File: config.mk
export PLATFORM = sky130hd
export DESIGN_NAME = ifm_window_buf_flat
export DESIGN_NICKNAME = d
export VERILOG_FILES = /design/src/rtl/ifm_window_buf_if.sv /design/src/rtl/ifm_window_buf.sv /design/src/flat_wrapper.sv
export SDC_FILE = /design/constraint.sdc
export NUM_CORES = 1
export LEC_CHECK = 0
export CAP_MARGIN = 20
export CORE_MARGIN = 5
export CORE_UTILIZATION = 55
export DETAILED_ROUTE_END_ITERATION = 6
export DONT_BUFFER_PORTS = 1
export PLACE_DENSITY = 0.7
export SLEW_MARGIN = 20
export SYNTH_ARGS = -nofsm -noshare
export SYNTH_HDL_FRONTEND = slang
export SYNTH_SLANG_ARGS = --single-unit
export TNS_END_PERCENT = 10
File: constraint.sdc
create_clock -name clk -period 1.8 [get_ports clk]
set_clock_uncertainty 0.05 [all_clocks]
set_input_delay 0.18 -clock clk [delete_from_list [all_inputs] [get_ports clk]]
set_output_delay 0.18 -clock clk [all_outputs]
set_load 0.02 [all_outputs]
File: src/rtl/ifm_window_buf_if.sv
`default_nettype none
// ============================================================================
// Module      : ifm_window_buf_if
// Description : Bus bundle for ifm_window_buf. It carries the K-pixel IFM
//               column stream from the SRAM reader and the KxK window stream
//               to the PE array, each with a valid/ready handshake.
//               Modports:
//                 master - environment side (drives columns, accepts windows)
//                 slave  - buffer side (accepts columns, drives windows)
//               Signals:
//                 ifm_col_in    K*DW        column, row r at [r*DW +: DW]
//                 ifm_col_valid 1           column valid
//                 ifm_col_ready 1           buffer can take a column
//                 win_out       K*K*DW      window, (r,c) at [(r*K+c)*DW +: DW]
//                 win_valid     1           window pending
//                 win_ready     1           consumer takes the window
//                 win_col_idx   clog2(W+2)  padded column index of newest col
//                 row_done      1           pulse after last column of a row
// Revision    : 1.0 - initial release
// ============================================================================
interface ifm_window_buf_if #(
   parameter int DW = 8,
   parameter int K  = 3,
   parameter int W  = 32
);
   localparam int c_cw = $clog2(W + 2);

   logic [K*DW-1:0]   ifm_col_in;
   logic              ifm_col_valid;
   logic              ifm_col_ready;
   logic [K*K*DW-1:0] win_out;
   logic              win_valid;
   logic              win_ready;
   logic [c_cw-1:0]   win_col_idx;
   logic              row_done;

   modport master (
      output ifm_col_in, ifm_col_valid, win_ready,
      input  ifm_col_ready, win_out, win_valid, win_col_idx, row_done
   );

   modport slave (
      input  ifm_col_in, ifm_col_valid, win_ready,
      output ifm_col_ready, win_out, win_valid, win_col_idx, row_done
   );
endinterface
`default_nettype wire

File: src/rtl/ifm_window_buf.sv
`default_nettype none
// ============================================================================
// Module      : ifm_window_buf
// Description : KxK sliding-window buffer for the IFM path. Accepts one
//               K-pixel column per handshake into a column shift register and
//               emits registered KxK windows with horizontal stride S,
//               per-row refill and backpressure.
//               Optional feature (macro MITO_IFM_PAD_EN): one zero column of
//               same-padding is shifted in at each end of a row (PAD_L/PAD_R
//               states), making the padded row W+2 columns wide.
// Ports       : clk   - clock
//               rst_n - asynchronous active-low reset
//               bus   - ifm_window_buf_if.slave (column in, window out)
// Parameters  : DW (pixel bits), K (kernel 2..7), W (row width >= K),
//               S (stride 1..K)
// Revision    : 1.0 - initial release
// ============================================================================
module ifm_window_buf #(
   parameter int DW = 8,
   parameter int K  = 3,
   parameter int W  = 32,
   parameter int S  = 1
) (
   input  logic             clk,
   input  logic             rst_n,
   ifm_window_buf_if.slave  bus
);

`ifdef MITO_IFM_PAD_EN
   localparam int c_wp = W + 2;
`else
   localparam int c_wp = W;
`endif
   localparam int c_cw = $clog2(W + 2);
   localparam int c_sw = (S > 1) ? $clog2(S) : 1;

   localparam logic [c_cw-1:0] c_last_col   = c_cw'(c_wp - 1);
   localparam logic [c_cw-1:0] c_fill_end   = c_cw'(K - 2);
   localparam logic [c_cw-1:0] c_cnt_one    = c_cw'(1);
   localparam logic [c_sw-1:0] c_stride_max = c_sw'(S - 1);
   localparam logic [c_sw-1:0] c_stride_one = c_sw'(1);
`ifdef MITO_IFM_PAD_EN
   // Index of the last data column; the right pad follows it.
   localparam logic [c_cw-1:0] c_last_data  = c_cw'(W);
`endif

   typedef enum logic [1:0] {
      ST_FILL  = 2'd0,
      ST_RUN   = 2'd1
`ifdef MITO_IFM_PAD_EN
      ,
      ST_PAD_L = 2'd2,
      ST_PAD_R = 2'd3
`endif
   } state_t;

   state_t                   r_state;
   state_t                   w_state_nxt;
   logic [c_cw-1:0]          r_col_cnt;
   logic [c_sw-1:0]          r_stride_cnt;
   logic [K-1:0][K*DW-1:0]   r_sr;          // r_sr[0] is the oldest column
   logic [K*K*DW-1:0]        r_win_out;
   logic                     r_win_valid;
   logic [c_cw-1:0]          r_win_col_idx;
   logic                     r_row_done;

   logic                     w_adv_ok;
   logic                     w_lead_pad;
   logic                     w_ready_raw;
   logic                     w_col_ready;
   logic                     w_pad_shift;
   logic                     w_run_phase;
   logic                     w_accept;
   logic                     w_shift;
   logic                     w_last;
   logic                     w_emit;
   logic [K*DW-1:0]          w_shift_col;
   logic [K-1:0][K*DW-1:0]   w_sr_nxt;
   logic [K*K*DW-1:0]        w_win_nxt;

   // The register may advance only when no window is stuck at the output.
   assign w_adv_ok = !(r_win_valid && !bus.win_ready);

`ifdef MITO_IFM_PAD_EN
   // FILL at column 0 is the hand-off point into the left pad.
   assign w_lead_pad = (r_state == ST_FILL) && (r_col_cnt == '0);
`else
   assign w_lead_pad = 1'b0;
`endif

   // ------------------------------------------------------------------------
   // FSM: state register
   // ------------------------------------------------------------------------
   always_ff @(posedge clk or negedge rst_n) begin
      if (!rst_n) begin
         r_state <= ST_FILL;
      end else begin
         r_state <= w_state_nxt;
      end
   end

   // ------------------------------------------------------------------------
   // FSM: outputs and next state
   // ------------------------------------------------------------------------
   always_comb begin
      w_ready_raw = 1'b0;
      w_pad_shift = 1'b0;
      w_run_phase = 1'b0;
      case (r_state)
         ST_FILL: w_ready_raw = w_adv_ok && !w_lead_pad;
         ST_RUN: begin
            w_ready_raw = w_adv_ok;
            w_run_phase = 1'b1;
         end
`ifdef MITO_IFM_PAD_EN
         ST_PAD_L: w_pad_shift = w_adv_ok;
         ST_PAD_R: begin
            w_pad_shift = w_adv_ok;
            w_run_phase = 1'b1;
         end
`endif
         default: ;
      endcase

      // Ready is held low for the whole time reset is asserted.
      w_col_ready = w_ready_raw && rst_n;
      w_accept    = bus.ifm_col_valid && w_col_ready;
      w_shift     = w_accept || w_pad_shift;
      w_last      = (r_col_cnt == c_last_col);
      w_emit      = w_shift && w_run_phase && (r_stride_cnt == '0);

      w_state_nxt = r_state;
      case (r_state)
         ST_FILL: begin
`ifdef MITO_IFM_PAD_EN
            if (w_lead_pad) begin
               w_state_nxt = ST_PAD_L;
            end else
`endif
            if (w_shift && (r_col_cnt == c_fill_end)) begin
               w_state_nxt = ST_RUN;
            end
         end
         ST_RUN: begin
            if (w_shift) begin
               if (w_last) begin
                  w_state_nxt = ST_FILL;
               end
`ifdef MITO_IFM_PAD_EN
               else if (r_col_cnt == c_last_data) begin
                  w_state_nxt = ST_PAD_R;
               end
`endif
            end
         end
`ifdef MITO_IFM_PAD_EN
         ST_PAD_L: begin
            if (w_shift) begin
               w_state_nxt = (r_col_cnt == c_fill_end) ? ST_RUN : ST_FILL;
            end
         end
         ST_PAD_R: begin
            if (w_shift) begin
               w_state_nxt = ST_FILL;
            end
         end
`endif
         default: w_state_nxt = ST_FILL;
      endcase
   end

   // ------------------------------------------------------------------------
   // Shift-register next value and window assembly from it
   // ------------------------------------------------------------------------
   assign w_shift_col = w_pad_shift ? '0 : bus.ifm_col_in;
   assign w_sr_nxt    = {w_shift_col, r_sr[K-1:1]};

   always_comb begin
      w_win_nxt = '0;
      for (int r = 0; r < K; r++) begin
         for (int c = 0; c < K; c++) begin
            w_win_nxt[(r*K+c)*DW +: DW] = w_sr_nxt[c][r*DW +: DW];
         end
      end
   end

   // ------------------------------------------------------------------------
   // Datapath registers
   // ------------------------------------------------------------------------
   always_ff @(posedge clk or negedge rst_n) begin
      if (!rst_n) begin
         r_col_cnt     <= '0;
         r_stride_cnt  <= '0;
         r_sr          <= '0;
         r_win_out     <= '0;
         r_win_valid   <= 1'b0;
         r_win_col_idx <= '0;
         r_row_done    <= 1'b0;
      end else begin
         r_row_done <= w_shift && w_last;

         if (w_shift) begin
            r_sr      <= w_sr_nxt;
            r_col_cnt <= w_last ? '0 : (r_col_cnt + c_cnt_one);
            // Stride phase restarts at every RUN entry because all
            // non-run shifts hold it at zero.
            if (w_run_phase) begin
               r_stride_cnt <= (r_stride_cnt == c_stride_max) ? '0
                                                              : (r_stride_cnt + c_stride_one);
            end else begin
               r_stride_cnt <= '0;
            end
         end

         // An emit only happens when the output slot is free or being
         // consumed this cycle, so a load never overwrites a live window.
         if (w_emit) begin
            r_win_out     <= w_win_nxt;
            r_win_valid   <= 1'b1;
            r_win_col_idx <= r_col_cnt;
         end else if (r_win_valid && bus.win_ready) begin
            r_win_valid   <= 1'b0;
         end
      end
   end

   assign bus.ifm_col_ready = w_col_ready;
   assign bus.win_out       = r_win_out;
   assign bus.win_valid     = r_win_valid;
   assign bus.win_col_idx   = r_win_col_idx;
   assign bus.row_done      = r_row_done;

endmodule
`default_nettype wire
File: src/flat_wrapper.sv
// flat-port wrapper written by rule: the top's interface ports become plain ports
module ifm_window_buf_flat 
#(
   parameter int DW = 8,
   parameter int K  = 3,
   parameter int W  = 32,
   parameter int S  = 1
)
  (clk, rst_n, bus_ifm_col_in, bus_ifm_col_valid, bus_win_ready, bus_ifm_col_ready, bus_win_out, bus_win_valid, bus_win_col_idx, bus_row_done);
  ifm_window_buf_if #(.DW(DW), .K(K), .W(W)) bus_i ();
  input  logic clk;
  input  logic rst_n;
  input wire logic [$bits(bus_i.ifm_col_in)-1:0] bus_ifm_col_in;
  input wire logic [$bits(bus_i.ifm_col_valid)-1:0] bus_ifm_col_valid;
  input wire logic [$bits(bus_i.win_ready)-1:0] bus_win_ready;
  output wire logic [$bits(bus_i.ifm_col_ready)-1:0] bus_ifm_col_ready;
  output wire logic [$bits(bus_i.win_out)-1:0] bus_win_out;
  output wire logic [$bits(bus_i.win_valid)-1:0] bus_win_valid;
  output wire logic [$bits(bus_i.win_col_idx)-1:0] bus_win_col_idx;
  output wire logic [$bits(bus_i.row_done)-1:0] bus_row_done;
  assign bus_i.ifm_col_in = bus_ifm_col_in;
  assign bus_i.ifm_col_valid = bus_ifm_col_valid;
  assign bus_i.win_ready = bus_win_ready;
  assign bus_ifm_col_ready = bus_i.ifm_col_ready;
  assign bus_win_out = bus_i.win_out;
  assign bus_win_valid = bus_i.win_valid;
  assign bus_win_col_idx = bus_i.win_col_idx;
  assign bus_row_done = bus_i.row_done;
  ifm_window_buf #(.DW(DW), .K(K), .W(W), .S(S)) u_core (.clk(clk), .rst_n(rst_n), .bus(bus_i));
endmodule
==> results of run 1 <==
-- layout make-up --
class                      count  area, µm²
clock buffer                  20        445
clock inverter                11        196
fill                         628       2990
inverter                       2       7.51
multi-input combinational    162       1710
sequential                   135       3380
tap                          111        139
timing repair buffer          30        325
-- timing repair --
| item | in CTS | in global routing |
|---|---|---|
| setup endpoints to repair | 0 | 14 |
| endpoints found under the hold margin | 184 | 135 |
| setup buffers | 0 | 0 |
| gates resized for setup | 0 | 1 |
-- cells in the final DEF (no fill, tap or decap), drive strengths merged, types with 2 or more instances in the layout --
cell type and instances:
and2 2, buf 5, bufinv 5, clkbuf 20, clkinv 3, clkinvlp 2
dfrtp 135, dlygate4sd3 25, ha 2, inv 3, mux2 127, nand2 4
nand3 5, nor2 3, nor3 2, o21ai 5, o41ai 2
-- how the worst min path moves through the flow --
stage	startpoint	depth (start not counted)	end
final	rst_n	0	u_core.bus.win_col_idx[2]
after global routing	rst_n	0	u_core.bus.win_col_idx[0]
after detailed placement	rst_n	0	u_core.r_col_cnt[0]
after floorplan	rst_n	0	u_core.bus.row_done
after global placement	rst_n	0	u_core.bus.win_col_idx[2]
after CTS	rst_n	0	u_core.bus.win_col_idx[2]
-- critical path, stage by stage (launching register included) --
cell and delay [ns]:
dfrtp_1 0.39, nand2b_2 0.15, and2_1 0.28
-- flip-flops by register name, summed over array words and instances (netlist names) --
name / flops
u_core.r_col_cnt: 6
u_core.bus.win_col_idx: 6
u_core.r_state: 1
u_core.bus.row_done: 1
u_core.r_sr: 48
u_core.bus.win_out: 72
u_core.bus.win_valid: 1
-- power by group through the flow --
stage          logic, mW  registers, mW  clock network, mW
2_1_floorplan       1.49           5.98                  0
3_3_place_gp        1.58           6.30                  0
3_5_place_dp        1.67           6.34                  0
4_1_cts             1.73           6.30               3.77
5_1_grt             1.88           6.44               3.92
6_report            1.70           6.26               3.70
-- logic make-up (layout without fill, tap and decap cells) --
kind of cell,after synthesis,count (layout),share of synthesized area
muxes,127,127,0.283
AOI/OAI and AO/OA,10,10,0.0121
DFF,135,135,0.652
xor gates and xnor gates,2,2,0.00338
buffers and inverters,16,63,0.0181
adders and majority gates,2,2,0.00483
and+or+nand+nor,21,21,0.0271
-- metal layers --
metal	GRT usage	share of wire	up-vias
met5	0	0	-
met2	0.264	0.51	80
met4	0.0658	0.014	0
li1	-	-	1176
met1	0.203	0.40	1369
met3	0.0632	0.079	15
==> impl_metrics.py, run 1 <==
metrics = {
    "synthesis": {
        "synth.most_common_cell": "dfrtp_1",
        "synth_edf_count": 0,
        "synth_common_cells": "dfrtp_1, mux2_2, buf_2, mux2_4, o21ai_0",
        "yosys.area.top_type": "dfrtp_1",
        "netlist_top_cells_area": "dfrtp_1, mux2_2, mux2_4, buf_2, ha_1",
        "synthCells": 313,
        "ys.flop_type": "dfrtp_1",
        "syn-num-nets": 343,
        "netlist_area_um2": 5180,
        "postSynth.asyncResetShare": 1.00,
        "yosys.area.top_type_share": 0.652,
        "synth-seq-area-share": 0.652,
        "syn_avg_cell_area_um2": 16.6,
        "synth_warnings": 0,
        "synth-seq-cells": 135,
        "synth_cell_types": 30,
    },
    "power_and_ir_drop": {
        "power_switching_mw": 3.77,
        "vdd_drop_max_v": 0.00101,
        "combPwrFrac": 0.146,
        "total_power_mw": 11.7,
        "p_seq_frac": 0.537,
        "internal_power_mw": 7.88,
        "switching_share": 0.324,
        "p_leak_nw": 2.75,
        "powerDensity_nw_per_um2": 1880,
        "p_clk_frac": 0.317,
    },
    "setup_path": {
        "end_kind": "primary output",
        "crit_fanout": 5,
        "regToRegEndpoint": "u_core.r_sr[61]",
        "cp_data_arrival_time_ns": 1.32,
        "startpoint_type": "register",
        "r2r-start": "u_core.bus.win_valid",
        "cp.required_ns": 1.57,
        "cp-endpoint": "bus_ifm_col_ready",
        "crit_type": "register to primary output",
        "r2r_slack_ns": 0.27,
        "reg2reg_depth": 3,
        "timing.critical_path.from": "u_core.bus.win_valid",
    },
    "run_status": {
        "failed_checks": "hold timing",
        "status": "complete, but fails checks",
    },
    "final_layout": {
        "final_nets": 378,
        "syn_to_final_growth_pct": 19.7,
        "drive_above_1_share": 0.467,
        "final_area_um2": 6200,
        "utilization": 0.675,
        "diodes": 0,
        "final_cells": 471,
    },
    "floorplanning": {
        "die_h_um": 107,
        "io_pins": 109,
        "die_w_um": 107,
        "initial_core_util": 0.563,
        "num_rows": 35,
        "die_area_um2": 11500,
        "coreArea_um2": 9200,
    },
    "global_routing": {
        "grt_pass1_wl_um": 14700,
        "grt_max_degree": 139,
        "grt_usage": 0.165,
        "grt_pass1_vias": 2822,
        "antenna_found_initial": 0,
        "grt_overflow": 0,
    },
    "clocking": {
        "path_clk_slew_ns": 0.06,
        "clock_path_buffers": 2,
        "cts-root-buf": "clkbuf_8",
        "h-tree-depth": 4,
        "cts_buffers": 17,
        "clock_latency_ns": 0.50,
        "cts_tree": "yes",
        "holdBufCountCts": 25,
        "clkSinkCount": 135,
    },
    "timing": {
        "worst_hold_slack_ns": -0.679,
        "setup_slack_ns": 0.251,
        "worst_slew_pin_slew_ns": 0.461,
        "finalHoldViolations": 135,
        "period_minus_slack_ns": 1.55,
        "drv_slew": 0,
        "max_freq_mhz": 646,
        "setup_viol": 0,
        "relSlewSlack": 0.691,
        "rsz0062_at_grt": "false",
        "setup_tns_ns": 0,
        "finalCritPeriodShare": 0.860,
    },
    "detailed_routing": {
        "wirelength_um": 8880,
        "drtPass1Iterations": 4,
        "drtIter0Drc": 89,
        "drc": 0,
        "ant_nets": 0,
        "wl_per_cell_um": 18.8,
        "vias": 2640,
        "vias_per_cell": 5.61,
    },
    "placement": {
        "place.gp.congestion": 0.771,
        "placed_cells": 415,
        "dpl_cell_area_um2": 5310,
        "place_ws_ns": 0.0686,
        "portBuffers": 0,
        "hpwl_um": 5590,
    },
    "hold_path": {
        "hold_class": "primary input to async pin",
    },
    "flow_run": {
        "maxCapViolCount": 0,
    },
}
Power figures use the tool's default switching activity.
==> run 2, diff against run 1 <==
--- a/config.mk
+++ b/config.mk
@@ -10,6 +10,7 @@
 export CORE_UTILIZATION = 55
 export DETAILED_ROUTE_END_ITERATION = 6
 export DONT_BUFFER_PORTS = 1
+export MAX_ROUTING_LAYER = met4
 export PLACE_DENSITY = 0.7
 export SLEW_MARGIN = 20
 export SYNTH_ARGS = -nofsm -noshare
==> run 2 against run 1 <==
Against the previous run: the run still ends with hold timing left; global-route usage up 0.49 points; via count up 0.27%; maximum frequency about the same; non-clock buffer count unchanged; core utilization unchanged; sequential cell count unchanged; die area unchanged; worst setup slack better by 0.0011 ns; critical endpoint unchanged.
==> impl_metrics.py, run 2 (synthesis gave the netlist of run 1 again) <==
metrics = {
    "detailed_routing": {
        "ant_nets": 0,
        "drtIter0Drc": 92,
        "wirelength_um": 8840,
        "wl_per_cell_um": 18.8,
        "drtPass1Iterations": 4,
        "vias_per_cell": 5.62,
        "drc": 0,
        "vias": 2647,
    },
    "clocking": {
        "cts_setup_buffers": 0,
        "clock_latency_ns": 0.50,
        "h-tree-depth": 4,
        "clock_path_buffers": 2,
        "cts-root-buf": "clkbuf_8",
        "cts_buffers": 17,
        "path_clk_slew_ns": 0.06,
        "clkSinkCount": 135,
        "holdBufCountCts": 25,
        "cts_tree": "yes",
    },
    "final_layout": {
        "syn_to_final_growth_pct": 19.7,
        "largest_reg_flops": 72,
        "drive_above_1_share": 0.467,
        "layout_commonest_cell": "dfrtp_1",
        "fill_cells": 628,
        "mostFrequentLayoutCells": "dfrtp_1, mux2_2, dlygate4sd3_1, clkbuf_16, mux2_4",
        "final_nets": 378,
        "utilization": 0.675,
        "final_cells": 471,
        "diodes": 0,
    },
    "floorplanning": {
        "die_w_um": 107,
        "initial_core_util": 0.563,
        "io_pins": 109,
        "die_h_um": 107,
        "coreArea_um2": 9200,
        "die_area_um2": 11500,
        "num_rows": 35,
    },
    "global_routing": {
        "grt_max_degree": 139,
        "grt_pass1_vias": 2816,
        "grt_pass1_wl_um": 14700,
        "grt_usage": 0.170,
        "grt_overflow": 0,
        "antenna_found_initial": 0,
    },
    "setup_path": {
        "startpoint_type": "register",
        "crit_slowest_cell": "dfrtp_1",
        "cp.required_ns": 1.57,
        "cp_data_arrival_time_ns": 1.32,
        "r2r_slack_ns": 0.27,
        "end_kind": "primary output",
        "path_cells": "nand2b_2, and2_1",
        "r2r-start": "u_core.bus.win_valid",
        "crit_fanout": 5,
        "crit_path_max_incr_delay_ns": 0.39,
        "crit_type": "register to primary output",
        "regToRegEndpoint": "u_core.r_sr[61]",
        "reg2reg_depth": 3,
    },
    "timing": {
        "period_minus_slack_ns": 1.55,
        "drv_slew": 0,
        "setup_viol": 0,
        "max_freq_mhz": 646,
        "finalHoldViolations": 135,
        "worst_slew_pin_slew_ns": 0.461,
        "setup_slack_ns": 0.253,
        "setup_tns_ns": 0,
        "rsz0062_at_grt": "false",
        "worst_hold_slack_ns": -0.676,
        "relSlewSlack": 0.691,
        "finalCritPeriodShare": 0.860,
    },
    "run_status": {
        "failed_checks": "hold timing",
        "status": "complete, but fails checks",
    },
    "placement": {
        "place_ws_ns": 0.0686,
        "place.gp.congestion": 0.781,
        "hpwl_um": 5590,
        "placed_cells": 415,
        "portBuffers": 0,
    },
    "power_and_ir_drop": {
        "vdd_drop_max_v": 0.00101,
        "powerDensity_nw_per_um2": 1880,
        "p_leak_nw": 2.75,
    },
    "flow_run": {
        "maxCapViolCount": 0,
    },
    "hold_path": {
        "hold_class": "primary input to async pin",
    },
}
==> run 2: cell counts in the layout (fill, tap and decap cells not counted) <==
Identical to the previous run, type by type.
==> run 2: worst max-delay path by stage <==
stage | to | slack [ns] | start
6_report | bus_ifm_col_ready | 0.25 | u_core.bus.win_valid
5_1_grt | bus_ifm_col_ready | 0.18 | u_core.bus.win_valid
4_1_cts | u_core.r_sr[61] | 0.08 | u_core.bus.win_valid
3_5_place_dp | u_core.r_sr[56] | 0.07 | u_core.bus.win_valid
3_3_place_gp | u_core.r_sr[58] | 0.15 | u_core.bus.win_valid
2_1_floorplan | u_core.r_sr[62] | 0.19 | u_core.bus.win_valid
==> run 2: metrics by stage <==
stage | hold slack, ns | power, mW | instance area (µm²)
finish | -0.676 | 11.7 | 6200
global route | -0.710 | 12.2 | 6200
CTS | -0.704 | 11.8 | 6200
detailed placement | -0.161 | 8.01 | 5310
global placement | -0.160 | 7.88 | 5310
floorplan | -0.166 | 7.48 | 5180
==> run 2: routing by layer <==
metal / routed length (µm) / part of all wire / up-vias / GRT usage
met2: 4450 / 0.50 / 80 / 0.263
met5: 0 / 0 / - / -
met4: 113 / 0.013 / 0 / 0.0740
met3: 637 / 0.072 / 12 / 0.0554
li1: - / - / 1178 / -
met1: 3640 / 0.41 / 1377 / 0.205
==> run 2: layout make-up <==
| type | count | area (µm²) | share of cell area |
|---|---|---|---|
| Clock buffer | 20 | 445 | 0.0718 |
| Clock inverter | 11 | 196 | 0.0317 |
| Inverter | 2 | 7.51 | 0.00121 |
| Multi-Input combinational cell | 162 | 1710 | 0.276 |
| Sequential cell | 135 | 3380 | 0.545 |
| Tap cell | 111 | 139 | 0.0224 |
| Timing Repair Buffer | 30 | 325 | 0.0524 |
==> run 2: worst max-delay path: cells and delay by family (launching register included) <==
kind,cells,cell delay [ns]
flip-flops,1,0.39
AND/OR/NAND/NOR,2,0.43
==> run 2: timing repair <==
action / 4_1_cts / 5_1_grt
setup endpoints to repair: 0 / 4
endpoints found under the hold margin: 184 / 135
resized for setup: 0 / 1
==> run 2: where the power goes <==
part / switching (mW) / internal [mW]
Combinational: 0.535 / 1.17
Clock: 1.23 / 2.46
Sequential: 2.00 / 4.25
Total: 3.77 / 7.88
==> run 3, diff against run 2 <==
--- a/config.mk
+++ b/config.mk
@@ -5,12 +5,12 @@
 export SDC_FILE = /design/constraint.sdc
 export NUM_CORES = 1
 export LEC_CHECK = 0
+export ABC_CLOCK_PERIOD_IN_PS = 1800
 export CAP_MARGIN = 20
 export CORE_MARGIN = 5
 export CORE_UTILIZATION = 55
 export DETAILED_ROUTE_END_ITERATION = 6
 export DONT_BUFFER_PORTS = 1
-export MAX_ROUTING_LAYER = met4
 export PLACE_DENSITY = 0.7
 export SLEW_MARGIN = 20
 export SYNTH_ARGS = -nofsm -noshare
==> results of run 3 <==
The final DEF is identical to that of run 1; final timing and power are the same.
